File: src/rtl/irq_service_arbiter_if.sv
// rtl/irq_service_arbiter_if.sv - source/CPU signal bundle for irq_service_arbiter
interface irq_service_arbiter_if #(
    parameter int NUM_IRQ = 3,
    parameter int ID_W    = $clog2(NUM_IRQ)
);
    logic [NUM_IRQ-1:0] irq_req;
    logic [NUM_IRQ-1:0] irq_enable;
    logic [NUM_IRQ-1:0] irq_mask;
    logic               rr_mode;
    logic               cpu_ack;
    logic               cpu_eoi;
    logic               irq_out;
    logic [ID_W-1:0]    irq_id;
    logic               in_service;
    logic [NUM_IRQ-1:0] pending;
    logic               timeout_err;

    modport master (
        output irq_req, irq_enable, irq_mask, rr_mode, cpu_ack, cpu_eoi,
        input  irq_out, irq_id, in_service, pending, timeout_err
    );

    modport slave (
        input  irq_req, irq_enable, irq_mask, rr_mode, cpu_ack, cpu_eoi,
        output irq_out, irq_id, in_service, pending, timeout_err
    );
endinterface

File: src/rtl/irq_service_arbiter.sv
// rtl/irq_service_arbiter.sv - interrupt pending/arbitration/ack-eoi sequencer
// Optional ack timeout withdrawal enabled by defining IRQ_ACK_TIMEOUT_EN.
module irq_service_arbiter #(
    parameter int NUM_IRQ     = 3,
    parameter int ID_W        = $clog2(NUM_IRQ),
    parameter int ACK_TIMEOUT = 64
) (
    input logic                  clk,
    input logic                  rst,
    irq_service_arbiter_if.slave bus
);
    typedef enum logic [1:0] {IDLE, ASSERT, SERVICE} state_t;

    if (NUM_IRQ < 2 || ACK_TIMEOUT < 1) begin : g_bad_param
        $error("irq_service_arbiter: NUM_IRQ must be >= 2 and ACK_TIMEOUT >= 1");
    end

    state_t             state_q, state_d;
    logic [ID_W-1:0]    id_q, id_d;
    logic [ID_W-1:0]    rr_ptr_q, rr_ptr_d;
    logic [NUM_IRQ-1:0] pend_q, pend_d;
    logic [NUM_IRQ-1:0] req_q;
    logic [NUM_IRQ-1:0] req_rise;
    logic [NUM_IRQ-1:0] eligible;
    logic [ID_W-1:0]    base;
    logic [ID_W-1:0]    winner;
    logic               found;
    int                 cand;
    logic               ack_clear;

    function automatic logic [ID_W-1:0] next_id(input logic [ID_W-1:0] id);
        if (int'(id) == NUM_IRQ - 1) return '0;
        return id + 1'b1;
    endfunction

    assign req_rise = bus.irq_req & ~req_q;
    assign eligible = pend_q & bus.irq_enable & ~bus.irq_mask;
    assign base     = bus.rr_mode ? rr_ptr_q : '0;

    // Circular search from base; in fixed mode base is 0, so lowest index wins.
    always_comb begin
        winner = '0;
        found  = 1'b0;
        cand   = 0;
        for (int k = 0; k < NUM_IRQ; k++) begin
            cand = int'(base) + k;
            if (cand >= NUM_IRQ) cand = cand - NUM_IRQ;
            if (!found && eligible[ID_W'(cand)]) begin
                winner = ID_W'(cand);
                found  = 1'b1;
            end
        end
    end

`ifdef IRQ_ACK_TIMEOUT_EN
    localparam int CNT_W = $clog2(ACK_TIMEOUT + 1);
    logic [CNT_W-1:0] ack_cnt_q;
    logic             timeout_err_q;
    logic             timeout_hit;

    always_ff @(posedge clk) begin
        if (rst) begin
            ack_cnt_q     <= '0;
            timeout_err_q <= 1'b0;
        end else begin
            ack_cnt_q <= (state_q == ASSERT) ? ack_cnt_q + 1'b1 : '0;
            if (timeout_hit) timeout_err_q <= 1'b1;
        end
    end

    assign bus.timeout_err = timeout_err_q;
`else
    assign bus.timeout_err = 1'b0;
`endif

    always_comb begin
        state_d   = state_q;
        id_d      = id_q;
        rr_ptr_d  = rr_ptr_q;
        ack_clear = 1'b0;
`ifdef IRQ_ACK_TIMEOUT_EN
        timeout_hit = 1'b0;
`endif
        case (state_q)
            IDLE: begin
                if (found) begin
                    id_d    = winner;
                    state_d = ASSERT;
                end
            end
            ASSERT: begin
                // Ack beats withdrawal, withdrawal beats timeout.
                if (bus.cpu_ack) begin
                    ack_clear = 1'b1;
                    state_d   = SERVICE;
                end else if (!eligible[id_q]) begin
                    state_d = IDLE;
                end
`ifdef IRQ_ACK_TIMEOUT_EN
                else if (ack_cnt_q == CNT_W'(ACK_TIMEOUT - 1)) begin
                    timeout_hit = 1'b1;
                    state_d     = IDLE;
                    rr_ptr_d    = next_id(id_q);
                end
`endif
            end
            SERVICE: begin
                if (bus.cpu_eoi) begin
                    state_d  = IDLE;
                    rr_ptr_d = next_id(id_q);
                end
            end
            default: state_d = IDLE;
        endcase
    end

    // A new event on the acked source in the ack cycle keeps it pending.
    always_comb begin
        pend_d = pend_q;
        if (ack_clear) pend_d[id_q] = 1'b0;
        pend_d = pend_d | (req_rise & bus.irq_enable);
    end

    always_ff @(posedge clk) begin
        if (rst) begin
            state_q  <= IDLE;
            id_q     <= '0;
            rr_ptr_q <= '0;
            pend_q   <= '0;
            req_q    <= '0;
        end else begin
            state_q  <= state_d;
            id_q     <= id_d;
            rr_ptr_q <= rr_ptr_d;
            pend_q   <= pend_d;
            req_q    <= bus.irq_req;
        end
    end

    assign bus.irq_out    = (state_q == ASSERT);
    assign bus.in_service = (state_q == SERVICE);
    assign bus.irq_id     = id_q;
    assign bus.pending    = pend_q;
endmodule

File: src/flat_wrapper.sv
// flat-port wrapper written by rule: the top's interface ports become plain ports
module irq_service_arbiter_flat 
#(
    parameter int NUM_IRQ     = 3,
    parameter int ID_W        = $clog2(NUM_IRQ),
    parameter int ACK_TIMEOUT = 64
)
  (clk, rst, bus_irq_req, bus_irq_enable, bus_irq_mask, bus_rr_mode, bus_cpu_ack, bus_cpu_eoi, bus_irq_out, bus_irq_id, bus_in_service, bus_pending, bus_timeout_err);
  irq_service_arbiter_if #(.NUM_IRQ(NUM_IRQ), .ID_W(ID_W)) bus_i ();
  input logic clk;
  input logic rst;
  input wire logic [$bits(bus_i.irq_req)-1:0] bus_irq_req;
  input wire logic [$bits(bus_i.irq_enable)-1:0] bus_irq_enable;
  input wire logic [$bits(bus_i.irq_mask)-1:0] bus_irq_mask;
  input wire logic [$bits(bus_i.rr_mode)-1:0] bus_rr_mode;
  input wire logic [$bits(bus_i.cpu_ack)-1:0] bus_cpu_ack;
  input wire logic [$bits(bus_i.cpu_eoi)-1:0] bus_cpu_eoi;
  output wire logic [$bits(bus_i.irq_out)-1:0] bus_irq_out;
  output wire logic [$bits(bus_i.irq_id)-1:0] bus_irq_id;
  output wire logic [$bits(bus_i.in_service)-1:0] bus_in_service;
  output wire logic [$bits(bus_i.pending)-1:0] bus_pending;
  output wire logic [$bits(bus_i.timeout_err)-1:0] bus_timeout_err;
  assign bus_i.irq_req = bus_irq_req;
  assign bus_i.irq_enable = bus_irq_enable;
  assign bus_i.irq_mask = bus_irq_mask;
  assign bus_i.rr_mode = bus_rr_mode;
  assign bus_i.cpu_ack = bus_cpu_ack;
  assign bus_i.cpu_eoi = bus_cpu_eoi;
  assign bus_irq_out = bus_i.irq_out;
  assign bus_irq_id = bus_i.irq_id;
  assign bus_in_service = bus_i.in_service;
  assign bus_pending = bus_i.pending;
  assign bus_timeout_err = bus_i.timeout_err;
  irq_service_arbiter #(.NUM_IRQ(NUM_IRQ), .ID_W(ID_W), .ACK_TIMEOUT(ACK_TIMEOUT)) u_core (.clk(clk), .rst(rst), .bus(bus_i));
endmodule
File: config.mk
export PLATFORM = sky130hd
export DESIGN_NAME = irq_service_arbiter_flat
export DESIGN_NICKNAME = d
export VERILOG_FILES = /design/src/rtl/irq_service_arbiter_if.sv /design/src/rtl/irq_service_arbiter.sv /design/src/flat_wrapper.sv
export SDC_FILE = /design/constraint.sdc
export NUM_CORES = 1
export LEC_CHECK = 0
export ABC_AREA = 1
export ABC_CLOCK_PERIOD_IN_PS = 4250
export BUFFER_PORTS_ARGS = -buffer_cell sky130_fd_sc_hd__buf_2
export CORE_MARGIN = 10
export CORE_UTILIZATION = 54
export DETAILED_ROUTE_END_ITERATION = 8
export GPL_TIMING_DRIVEN = 0
export PLACE_DENSITY = 0.82
export SYNTH_ARGS = -nofsm -noshare
export SYNTH_HDL_FRONTEND = slang
export SYNTH_SLANG_ARGS = --single-unit
export TNS_END_PERCENT = 30
File: constraint.sdc
create_clock -name clk -period 4.25 [get_ports clk]
set_input_delay 0 -clock clk [delete_from_list [all_inputs] [get_ports clk]]
set_output_delay 0 -clock clk [all_outputs]
set_load 0.005 [all_outputs]
==> out/metrics.yaml, run 1 <==
status:
  status: "complete, no violations"
worst_setup_path:
  worstPathArrival_ps: 1760
  slowest_stage: "ha_1"
  r2r_slack_ps: 2680
  slowest_delay_ps: 390
  worstSetupEndpointType: "register"
  crit_path_end: "u_core.bus.irq_id[0]"
  rr_startpoint: "u_core.rr_ptr_q[0]"
  start_kind: "register"
  rr_endpoint: "u_core.bus.irq_id[0]"
  r2r_cells: 12
  crit_type: "register to register"
  cp.required_ps: 4430
  critical_path.most_common_cell: "nand2_1"
  worstPathCellList: "nand2_1 > inv_1 > ha_1 > inv_2 > nand2_1 > nand3_2 > nand2_2 > nand3_2 > nand2_2 > nand2_1 > nand2_1 > a21oi_2"
  startpoint: "u_core.rr_ptr_q[0]"
  crit_fanout: 5
die:
  die-area_um2: 3440
  die_y_um: 58.7
  boundaryPins: 22
  initial_core_util_pct: 59.8
  rows: 13
  coreArea_um2: 1350
  die_w_um: 58.7
clocking:
  cts_buffers: 3
  clk_path_buf_depth: 2
  cts_tree: "built"
  clkSinkCount: 12
  clk_latency_ps: 280
  path_clk_slew_ps: 80
  cts_resized: 0
  clockRootBuffer: "clkbuf_4"
  h-tree-depth: 1
logic_synthesis:
  yosysTopAreaCell: "dfxtp_1"
  synth-xor-area-share_pct: 0
  synth_simple_gate_area_share_pct: 41.7
  synth-edff-count: 0
  syn_nets: 145
  yosys-top-cells-area: "dfxtp_1 30%, nand2_1 13%, inv_1 8.8%"
  synth_warnings: 0
  synth_cell_types: 23
  synthCells: 129
  synthAdderAreaFrac_pct: 3.10
  syn_avg_cell_area_um2: 6.26
  synth_top_area_share_pct: 29.8
  synth_flop_cell: "dfxtp_1"
  syn-cell-area_um2: 807
  synth_top_family_by_area: "simple AND/OR/NAND/NOR gates"
  async_flop_share_pct: 0
  synth_compound_area_share_pct: 12.4
  synth_seq_cells: 12
  ys_seq_area_share_pct: 29.8
  synthMuxAreaShare_pct: 0
route:
  ant_nets: 0
  drt_iter0_drc: 46
  vias: 918
  wire_per_inst_um: 12.5
  drc: 0
  wirelength_mm: 2.19
  first_pass_iters: 6
  viasPerCell: 5.25
grt:
  grt_pass1_wl_mm: 3.62
  overflow: 0
  grt_max_degree: 11
  grt_pass1_vias: 854
  grt_antenna_before_repair: 0
  track_usage_pct: 13.1
hold_path:
  hp-class: "input port to register"
sta:
  setup_viol: 0
  rsz0062_at_grt: "no"
  drv_slew: 0
  setup_tns_ps: 0
  min_period_ps: 1570
  fin_crit_sh_pct: 37.0
  hold_ws_ps: 10.7
  finalHoldViolCount: 0
  skew_ps: 4.13
  max_freq_mhz: 636
place:
  gp_congestion: 0.827
  placed_area_um2: 926
  dp_cells: 164
  dpl.hpwl_mm: 1.62
  portBuffers: 20
power_and_ir_drop:
  p_per_area_nw_per_um2: 256
  peakVddDrop_mv: 0.180
  p_leak_nw: 0.571
  p_clk_share_pct: 35.7
  seq_power_share_pct: 46.8
  p_total_w: 0.000264
  power.internal_w: 0.000191
  switching_share_pct: 27.6
  comb_power_share_pct: 17.5
  p_sw_w: 0.0000729
layout:
  final_common_cell: "nand2_1"
  num_antenna_cells: 0
  stdcell_area_um2: 1030
  fin_nets: 177
  fin_cells: 175
  nFillCells: 115
  final_layout_size_suffix_gt1_share_pct: 24.4
  regArea_um2: 240
  multi_input_area_um2: 465
  final_cell_mix: "28 x nand2_1, 20 x buf_2, 19 x inv_1, 19 x nor2_1, 12 x dfxtp_1"
  area_delta_synth_final_pct: 27.9
flow_run:
  maxCapViolations: 0
==> metal layers <==
metal  vias up  part of all wire (%)  track usage, %
met5         -                     0               0
met4         0                  0.64            2.95
met3         3                   8.1            5.79
met2        33                    48            23.8
met1       406                    43            13.5
li1        476                     -               -
==> cell usage after synthesis, drive strengths merged, types with 2 or more instances <==
library cell   n
dfxtp         12
buf            2
inv           22
nand4          4
nor3           2
nor2          20
nand3         15
o21ai          6
ha             2
a21oi          8
nand2         31
==> worst max-delay path: cells and delay by family, from the launching register on <==
| kind | cells | cell delay (ps) |
|---|---|---|
| flops | 1 | 320 |
| compound gates | 1 | 30 |
| buf+inv | 2 | 120 |
| fa+ha+maj | 1 | 390 |
| simple gates | 8 | 630 |
==> kinds of logic after synthesis <==
logic type      Yosys count
buf+inv                  25
flops                    12
simple gates             72
fa+ha+maj                 2
other cells               1
compound gates           17
==> sequential cells by signal, indices dropped and copies added, names as in the netlist <==
signal / count
u_core.rr_ptr_q: 2
u_core.bus.pending: 3
u_core.state_q: 2
u_core.req_q: 3
u_core.bus.irq_id: 2
==> how the worst min path moves through the flow <==
stage	endpoint	start	cells after the start
4_1_cts	u_core.bus.pending[1]	bus_irq_enable[1]	3
3_5_place_dp	u_core.req_q[0]	bus_irq_req[0]	3
6_report	u_core.bus.pending[1]	bus_irq_enable[1]	3
5_1_grt	u_core.bus.pending[1]	bus_irq_enable[1]	3
3_3_place_gp	u_core.req_q[0]	bus_irq_req[0]	3
2_1_floorplan	u_core.req_q[0]	bus_irq_req[0]	2
==> layout make-up <==
class / count / share of cell area [%]
buffer: 3 / 1.82
tap: 15 / 1.82
inverter: 22 / 8.00
clock buffer: 4 / 3.52
multi-input combinational: 92 / 45.1
timing repair buffer: 27 / 16.5
sequential: 12 / 23.3
==> power groups by stage <==
| stage | clock network, W | logic, W | registers [W] |
|---|---|---|---|
| global placement | 0 | 0.0000398 | 0.000125 |
| global route | 0.000103 | 0.0000528 | 0.000124 |
| floorplan | 0 | 0.0000242 | 0.000125 |
| finish | 0.0000944 | 0.0000463 | 0.000124 |
| CTS | 0.0000954 | 0.0000461 | 0.000123 |
| detailed placement | 0 | 0.0000410 | 0.000126 |
==> timing repair <==
| action | in CTS | in global routing |
|---|---|---|
| endpoints found under the hold margin | 8 | 0 |
| hold buffers | 7 | 0 |
| buffers inserted | 0 | 0 |
==> per-stage QoR <==
stage / setup WS (ps) / utilization (%)
final: 2680 / 76.5
after global routing: 2540 / 76.5
after CTS: 2690 / 76.5
after detailed placement: 2700 / 68.6
after global placement: 2690 / 68.6
after floorplan: 2830 / -
Note: power is estimated with default switching activity, not from simulation.
==> run 2, diff against run 1 <==
--- a/config.mk
+++ b/config.mk
@@ -5,14 +5,14 @@
 export SDC_FILE = /design/constraint.sdc
 export NUM_CORES = 1
 export LEC_CHECK = 0
-export ABC_AREA = 1
-export ABC_CLOCK_PERIOD_IN_PS = 4250
+export ABC_AREA = 0
+export ABC_CLOCK_PERIOD_IN_PS = 1500
 export BUFFER_PORTS_ARGS = -buffer_cell sky130_fd_sc_hd__buf_2
 export CORE_MARGIN = 10
-export CORE_UTILIZATION = 54
+export CORE_UTILIZATION = 48
 export DETAILED_ROUTE_END_ITERATION = 8
 export GPL_TIMING_DRIVEN = 0
-export PLACE_DENSITY = 0.82
+export PLACE_DENSITY = 0.75
 export SYNTH_ARGS = -nofsm -noshare
 export SYNTH_HDL_FRONTEND = slang
 export SYNTH_SLANG_ARGS = --single-unit
==> constraint.sdc (replaced) <==
create_clock -name clk -period 1.5 [get_ports clk]
set_input_delay 0 -clock clk [delete_from_list [all_inputs] [get_ports clk]]
set_output_delay 0 -clock clk [all_outputs]
set_load 0.005 [all_outputs]
==> out/metrics.yaml, run 2 <==
clocking:
  clk_latency_ps: 280  # about the same
  cts_buffers: 3  # unchanged
  clk_path_buf_depth: 2  # unchanged
  clkSinkCount: 12  # unchanged
  cts_tree: "built"  # unchanged
  clockRootBuffer: "clkbuf_4"  # unchanged
  path_clk_slew_ps: 80  # about the same
  h-tree-depth: 1  # unchanged
layout:
  final_cell_mix: "20 x buf_2, 11 x dfxtp_1, 9 x a21oi_1"  # was 28 x nand2_1, 20 x buf_2, 19 x inv_1, 19 x nor2_1, 12 x dfxtp_1
  fin_cells: 131  # was 175
  final_common_cell: "buf_2"  # was nand2_1
  final_layout_size_suffix_gt1_share_pct: 37.1  # was 24.4%
  nFillCells: 120  # was 115
  area_delta_synth_final_pct: 36.6  # was 27.9%
  fin_nets: 133  # was 177
  num_antenna_cells: 0  # unchanged
sta:
  min_period_ps: 1750  # was 1570 ps
  skew_ps: 0.601  # was 4.13 ps
  finalHoldViolCount: 0  # unchanged
  max_freq_mhz: 572  # was 636 MHz
  drv_slew: 0  # unchanged
  setup_viol: 3  # was 0
  relSlewSlack_pct: 65.0
  rsz0062_at_grt: "yes"  # was no
  fin_crit_sh_pct: 117  # was 37.0%
  worst_slack_ps: -248  # was 2680 ps
  tightest_slew_ps: 525
worst_setup_path:
  cp.required_ps: 1720  # was 4430 ps
  slowest_delay_ps: 330  # was 390 ps
  worstPathBufferInverterCount: 1  # was 2
  crit_family: "simple AND/OR/NAND/NOR gates"  # unchanged
  worstSetupEndpointType: "register"  # unchanged
  crit_type: "register to register"  # unchanged
  start_kind: "register"  # unchanged
  worstPathCellList: "and2_4 > inv_2 > ha_4 > and4bb_2 > o21ai_2 > or3_1 > a21o_1 > a21oi_2"  # was nand2_1 > inv_1 > ha_1 > inv_2 > nand2_1 > nand3_2 > nand2_2 > nand3_2 > nand2_2 > nand2_1 > nand2_1 > a21oi_2
  rr_startpoint: "u_core.rr_ptr_q[0]"  # unchanged
  crit_fanout: 4  # was 5
  startpoint: "u_core.rr_ptr_q[0]"  # unchanged
  worstPathArrival_ps: 1970  # was 1760 ps
  slowest_stage: "dfxtp_2"  # was ha_1
route:
  drt_iter0_drc: 15  # was 46
  wl_met2_um: 940  # was 1.05 mm
  wl_met1_um: 840  # was 945 µm
  drc: 0  # unchanged
  wire_per_inst_um: 14.6  # was 12.5 µm
  wl_met3_um: 85  # was 178 µm
  ant_nets: 0  # unchanged
  first_pass_iters: 4  # was 6
  vias: 735  # was 918
  wirelength_mm: 1.91  # was 2.19 mm
  viasPerCell: 5.61  # was 5.25
  top_layer_used: "met4"  # unchanged
place:
  pre_cts_slack_ps: -299  # was 2700 ps
  portBuffers: 20  # unchanged
  dpl.hpwl_mm: 1.39  # was 1.62 mm
  gp_congestion: 0.831  # was 0.827
  dp_cells: 120  # was 164
die:
  rows: 13  # unchanged
  initial_core_util_pct: 52.8  # was 59.8%
  die-area_um2: 3460  # was 3440 µm²
  boundaryPins: 22  # unchanged
  die_w_um: 58.8  # was 58.7 µm
  coreArea_um2: 1370  # was 1350 µm²
  die_y_um: 58.8  # was 58.7 µm
logic_synthesis:
  ys_seq_area_share_pct: 33.3  # was 29.8%
  synthCells: 85  # was 129
  synth_seq_cells: 12  # unchanged
  yosys-top-cells-area: "dfxtp_1 33%, a21oi_1 6.2%, nand3b_4 5.5%"  # was dfxtp_1 30%, nand2_1 13%, inv_1 8.8%
  synth_top_area_share_pct: 33.3  # was 29.8%
  yosysTopAreaCell: "dfxtp_1"  # unchanged
  syn_nets: 101  # was 145
  synth_warnings: 0  # unchanged
  synth_flop_cell: "dfxtp_1"  # unchanged
  synthTopCellsByCount: "12 x dfxtp_1, 9 x a21oi_1, 8 x inv_1"  # was 28 x nand2_1, 19 x inv_1, 19 x nor2_1
  synth-edff-count: 0  # unchanged
  async_flop_share_pct: 0  # unchanged
  synth_cell_types: 35  # was 23
  yosysMostFrequentCell: "dfxtp_1"  # was nand2_1
  syn_avg_cell_area_um2: 8.49  # was 6.26 µm²
  syn-cell-area_um2: 722  # was 807 µm²
flow_run:
  maxCapViolations: 0  # unchanged
grt:
  grt_antenna_before_repair: 0  # unchanged
  grt_max_degree: 11  # unchanged
  grt_pass1_wl_mm: 3.43  # was 3.62 mm
  grt_pass1_vias: 768  # was 854
  track_usage_pct: 12.1  # was 13.1%
  overflow: 0  # unchanged
status:
  status: "finished with violations"  # was complete, no violations
  violations: "negative setup slack"
hold_path:
  hp-class: "input port to register"  # unchanged
  hp-start: "bus_irq_enable[1]"  # unchanged
power_and_ir_drop:
  p_per_area_nw_per_um2: 740  # was 256 nW/µm²
  peakVddDrop_mv: 0.492  # was 0.180 mV
  p_total_w: 0.000729  # was 0.000264 W
  p_leak_nw: 0.428  # was 0.571 nW
==> run 2: cell count changes in the layout (fill, tap and decap cells not counted), moves of 4 or more <==
cell      change
inv_1        -12
nand2_1      -22
nand3_1      -10
nand3_2       -4
nand3b_1      +4
nand4_1       -4
nor2_1       -16
nor2b_1       +5
==> run 2: repair_timing <==
| action | CTS | global route |
|---|---|---|
| resized for setup | 7 | 0 |
| setup buffers | 1 | 0 |
| gates cloned | 0 | 0 |
| endpoints found under the hold margin | 6 | 0 |
| hold buffers | 6 | 0 |
| pin swaps | 1 | 0 |
| setup endpoints to repair | 3 | 3 |
==> run 2: metrics by stage <==
step                      setup TNS [ps]  area, µm²  hold slack, ps  util [%]
after global routing                -973        986            6.37      72.2
after detailed placement            -829        843             205      61.7
after floorplan                     -458        724            83.2         -
after global placement              -737        843             203      61.7
after CTS                           -641        986           0.254      72.2
final                               -697        986           0.473      72.2
==> run 2: routing by layer <==
layer  global-route usage, %  vias to the layer above
met5                       0                        -
met4                    4.92                        0
met3                    3.43                        6
met2                    20.4                       20
met1                    13.9                      341
li1                        -                      368
==> run 2: final timing paths <==
| check | cells past startpoint | endpoint | slack [ps] |
|---|---|---|---|
| hold / removal | 2 | u_core.bus.pending[1] | 0.5 |
| hold reg to reg | 2 | u_core.bus.pending[1] | 490 |
| setup reg to reg | 8 | u_core.bus.irq_id[1] | -250 |
| setup / recovery | 8 | u_core.bus.irq_id[1] | -250 |
==> run 2: area by class of cell <==
cell class              instances  area [µm²]  area share, %
clock buffers                   4        36.3           3.68
multi-input cells              62         477           48.4
inverters                       8        30.0           3.05
repair buffers                 27         168           17.0
flip-flops and latches         12         241           24.5
well taps                      15        18.8           1.90
plain buffers                   3        15.0           1.52
==> run 2: logic make-up (layout without fill, tap and decap cells) <==
group	Yosys count	count (layout)	synth area share [%]
other cells	1	1	0.519
flops	12	12	33.3
buf+inv	11	42	6.24
compound gates	25	25	23.7
simple gates	33	33	31.2
mux	1	1	1.56
fa+ha+maj	2	2	3.47
==> run 2: power by group <==
group,internal (W),switching (W),leakage (nW)
logic,0.0000611,0.0000519,0.308
clock network,0.000148,0.000123,0.0210
registers,0.000333,0.0000120,0.0989
total,0.000542,0.000187,0.428
==> run 3, diff against run 2 <==
--- a/config.mk
+++ b/config.mk
@@ -5,14 +5,14 @@
 export SDC_FILE = /design/constraint.sdc
 export NUM_CORES = 1
 export LEC_CHECK = 0
-export ABC_AREA = 0
+export ABC_AREA = 1
 export ABC_CLOCK_PERIOD_IN_PS = 1500
 export BUFFER_PORTS_ARGS = -buffer_cell sky130_fd_sc_hd__buf_2
 export CORE_MARGIN = 10
-export CORE_UTILIZATION = 48
+export CORE_UTILIZATION = 50
 export DETAILED_ROUTE_END_ITERATION = 8
 export GPL_TIMING_DRIVEN = 0
-export PLACE_DENSITY = 0.75
+export PLACE_DENSITY = 0.77
 export SYNTH_ARGS = -nofsm -noshare
 export SYNTH_HDL_FRONTEND = slang
 export SYNTH_SLANG_ARGS = --single-unit
==> out/metrics.yaml, run 3 (synthesis gave the netlist of run 1 again) <==
place:
  pre_cts_slack_ps: -89.7  # was -299 ps
  dp_cells: 165  # was 120
  dpl.hpwl_mm: 1.66  # was 1.39 mm
  gp_congestion: 0.788  # was 0.831
  portBuffers: 20  # unchanged
clocking:
  clk_path_buf_depth: 2  # unchanged
  clkSinkCount: 12  # unchanged
  cts_tree: "built"  # unchanged
  path_clk_slew_ps: 70  # was 80 ps
  clk_latency_ps: 260  # was 280 ps
  cts_buffers: 3  # unchanged
  clockRootBuffer: "clkbuf_4"  # unchanged
  h-tree-depth: 1  # unchanged
layout:
  final_common_cell: "nand2_1"  # was buf_2
  multi_input_area_um2: 528  # was 477 µm²
  final_layout_size_suffix_gt1_share_pct: 31.8  # was 37.1%
  final_util_pct: 70.0  # was 72.2%
  regArea_um2: 243  # was 241 µm²
  final_cell_mix: "24 x nand2_1, 20 x buf_2, 18 x inv_1"  # was 20 x buf_2, 11 x dfxtp_1, 9 x a21oi_1
  fin_nets: 175  # was 133
  num_antenna_cells: 0  # unchanged
  area_delta_synth_final_pct: 32.2  # was 36.6%
  fin_cells: 173  # was 131
  nFillCells: 143  # was 120
flow_run:
  maxCapViolations: 0  # unchanged
sta:
  setup_viol: 0  # was 3
  worst_slack_ps: 18.4  # was -248 ps
  fin_crit_sh_pct: 98.8  # was 117%
  max_freq_mhz: 675  # was 572 MHz
  min_period_ps: 1480  # was 1750 ps
  finalHoldViolCount: 0  # unchanged
  drv_slew: 0  # unchanged
  setup_tns_ps: 0  # was -697 ps
  skew_ps: 5.03  # was 0.601 ps
  rsz0062_at_grt: "yes"  # unchanged
hold_path:
  hp-class: "input port to register"  # unchanged
  hold-path-cell-count: 3  # was 2
route:
  wirelength_mm: 2.20  # was 1.91 mm
  drc: 0  # unchanged
  ant_nets: 0  # unchanged
  first_pass_iters: 4  # unchanged
  drt_iter0_drc: 28  # was 15
  vias: 909  # was 735
  viasPerCell: 5.25  # was 5.61
  wire_per_inst_um: 12.7  # was 14.6 µm
die:
  die_y_um: 60.2  # was 58.8 µm
  die_w_um: 60.2  # was 58.8 µm
  rows: 14  # was 13
  boundaryPins: 22  # unchanged
  die-area_um2: 3620  # was 3460 µm²
  initial_core_util_pct: 53.0  # was 52.8%
  coreArea_um2: 1520  # was 1370 µm²
power_and_ir_drop:
  comb_power_share_pct: 20.3  # was 15.5%
  power.internal_w: 0.000488  # was 0.000542 W
  p_clk_share_pct: 28.0  # was 37.1%
  peakVddDrop_mv: 0.702  # was 0.492 mV
  p_per_area_nw_per_um2: 633  # was 740 nW/µm²
  p_leak_nw: 0.563  # was 0.428 nW
  switching_share_pct: 27.8  # was 25.6%
  p_sw_w: 0.000188  # was 0.000187 W
  p_total_w: 0.000676  # was 0.000729 W
  seq_power_share_pct: 51.7  # was 47.4%
grt:
  top_usage_layer: "met2"  # unchanged
  grt_use_met1_pct: 12.4  # was 13.9%
  overflow: 0  # unchanged
  grt_pass1_wl_mm: 3.52  # was 3.43 mm
  grt_antenna_before_repair: 0  # unchanged
  grt_use_met2_pct: 21.8  # was 20.4%
  grt_max_degree: 11  # unchanged
  met3_usage_pct: 6.57  # was 3.43%
  track_usage_pct: 12.0  # was 12.1%
  grt_pass1_vias: 870  # was 768
worst_setup_path:
  r2r_cells: 11  # was 8
  worstSetupEndpointType: "register"  # unchanged
  crit_type: "register to register"  # unchanged
  slowest_stage: "dfxtp_2"  # unchanged
  worstPathCellList: "nand2_2 > buf_4 > ha_4 > inv_1 > nand3_1 > nand2_1 > nand3_4 > nand2_4 > nand2_2 > nand2_1 > a21oi_2"  # was and2_4 > inv_2 > ha_4 > and4bb_2 > o21ai_2 > or3_1 > a21o_1 > a21oi_2
  slowest_delay_ps: 340  # was 330 ps
  worstPathArrival_ps: 1640  # was 1970 ps
  worstSetupPathDepth: 11  # was 8
  cp.required_ps: 1660  # was 1720 ps
  crit_family: "simple AND/OR/NAND/NOR gates"  # unchanged
  crit_fanout: 5  # was 4
  worstPathBufferInverterCount: 2  # was 1
  start_kind: "register"  # unchanged
status:
  status: "complete, no violations"  # was finished with violations
-- run 3: area by class of cell --
cell class | count | area share (%)
inverters | 22 | 7.97
repair buffers | 26 | 14.8
flip-flops and latches | 12 | 22.7
plain buffers | 2 | 1.06
clock buffers | 3 | 2.11
well taps | 16 | 1.88
multi-input cells | 92 | 49.5
-- run 3: final timing paths --
| kind | start | end | slack, ps |
|---|---|---|---|
| worst max-delay path | u_core.rr_ptr_q[0] | u_core.bus.irq_id[0] | 20 |
| worst min register to register | u_core.req_q[1] | u_core.bus.pending[1] | 500 |
| worst max register to register | u_core.rr_ptr_q[0] | u_core.bus.irq_id[0] | 20 |
| worst min-delay path | bus_irq_enable[0] | u_core.bus.pending[0] | 10 |
-- run 3: routing by layer --
metal,vias up,routed length (µm)
li1,467,-
met1,408,898
met2,34,1070
met3,0,226
met4,0,0
met5,-,0
-- run 3: worst register-to-register path: stages, from the launching register on --
cell and delay, ps:
dfxtp_2 340, nand2_2 60, buf_4 140, ha_4 240, inv_1 80, nand3_1 90, nand2_1 110, nand3_4 90
nand2_4 90, nand2_2 50, nand2_1 70, a21oi_2 30
-- run 3: stage by stage --
stage,cell area [µm²],hold WS [ps]
2_1_floorplan,807,125
3_3_place_gp,927,214
3_5_place_dp,927,219
4_1_cts,1010,5.33
5_1_grt,1070,16.2
6_report,1070,13.0
-- run 3: power by group through the flow --
| stage | sequential, W | combinational, W | clock [W] |
|---|---|---|---|
| global route | 0.000351 | 0.000155 | 0.000219 |
| finish | 0.000349 | 0.000137 | 0.000189 |
| global placement | 0.000355 | 0.000113 | 0 |
| floorplan | 0.000355 | 0.0000685 | 0 |
| detailed placement | 0.000356 | 0.000117 | 0 |
| CTS | 0.000349 | 0.000129 | 0.000200 |
-- run 3: what timing repair did --
action,4_1_cts,5_1_grt
hold buffers,5,0
resized for setup,4,14
hold endpoints to repair,5,0
endpoints found under the setup margin,3,3
pin swaps,0,6
cloned,0,0
setup buffers,0,1
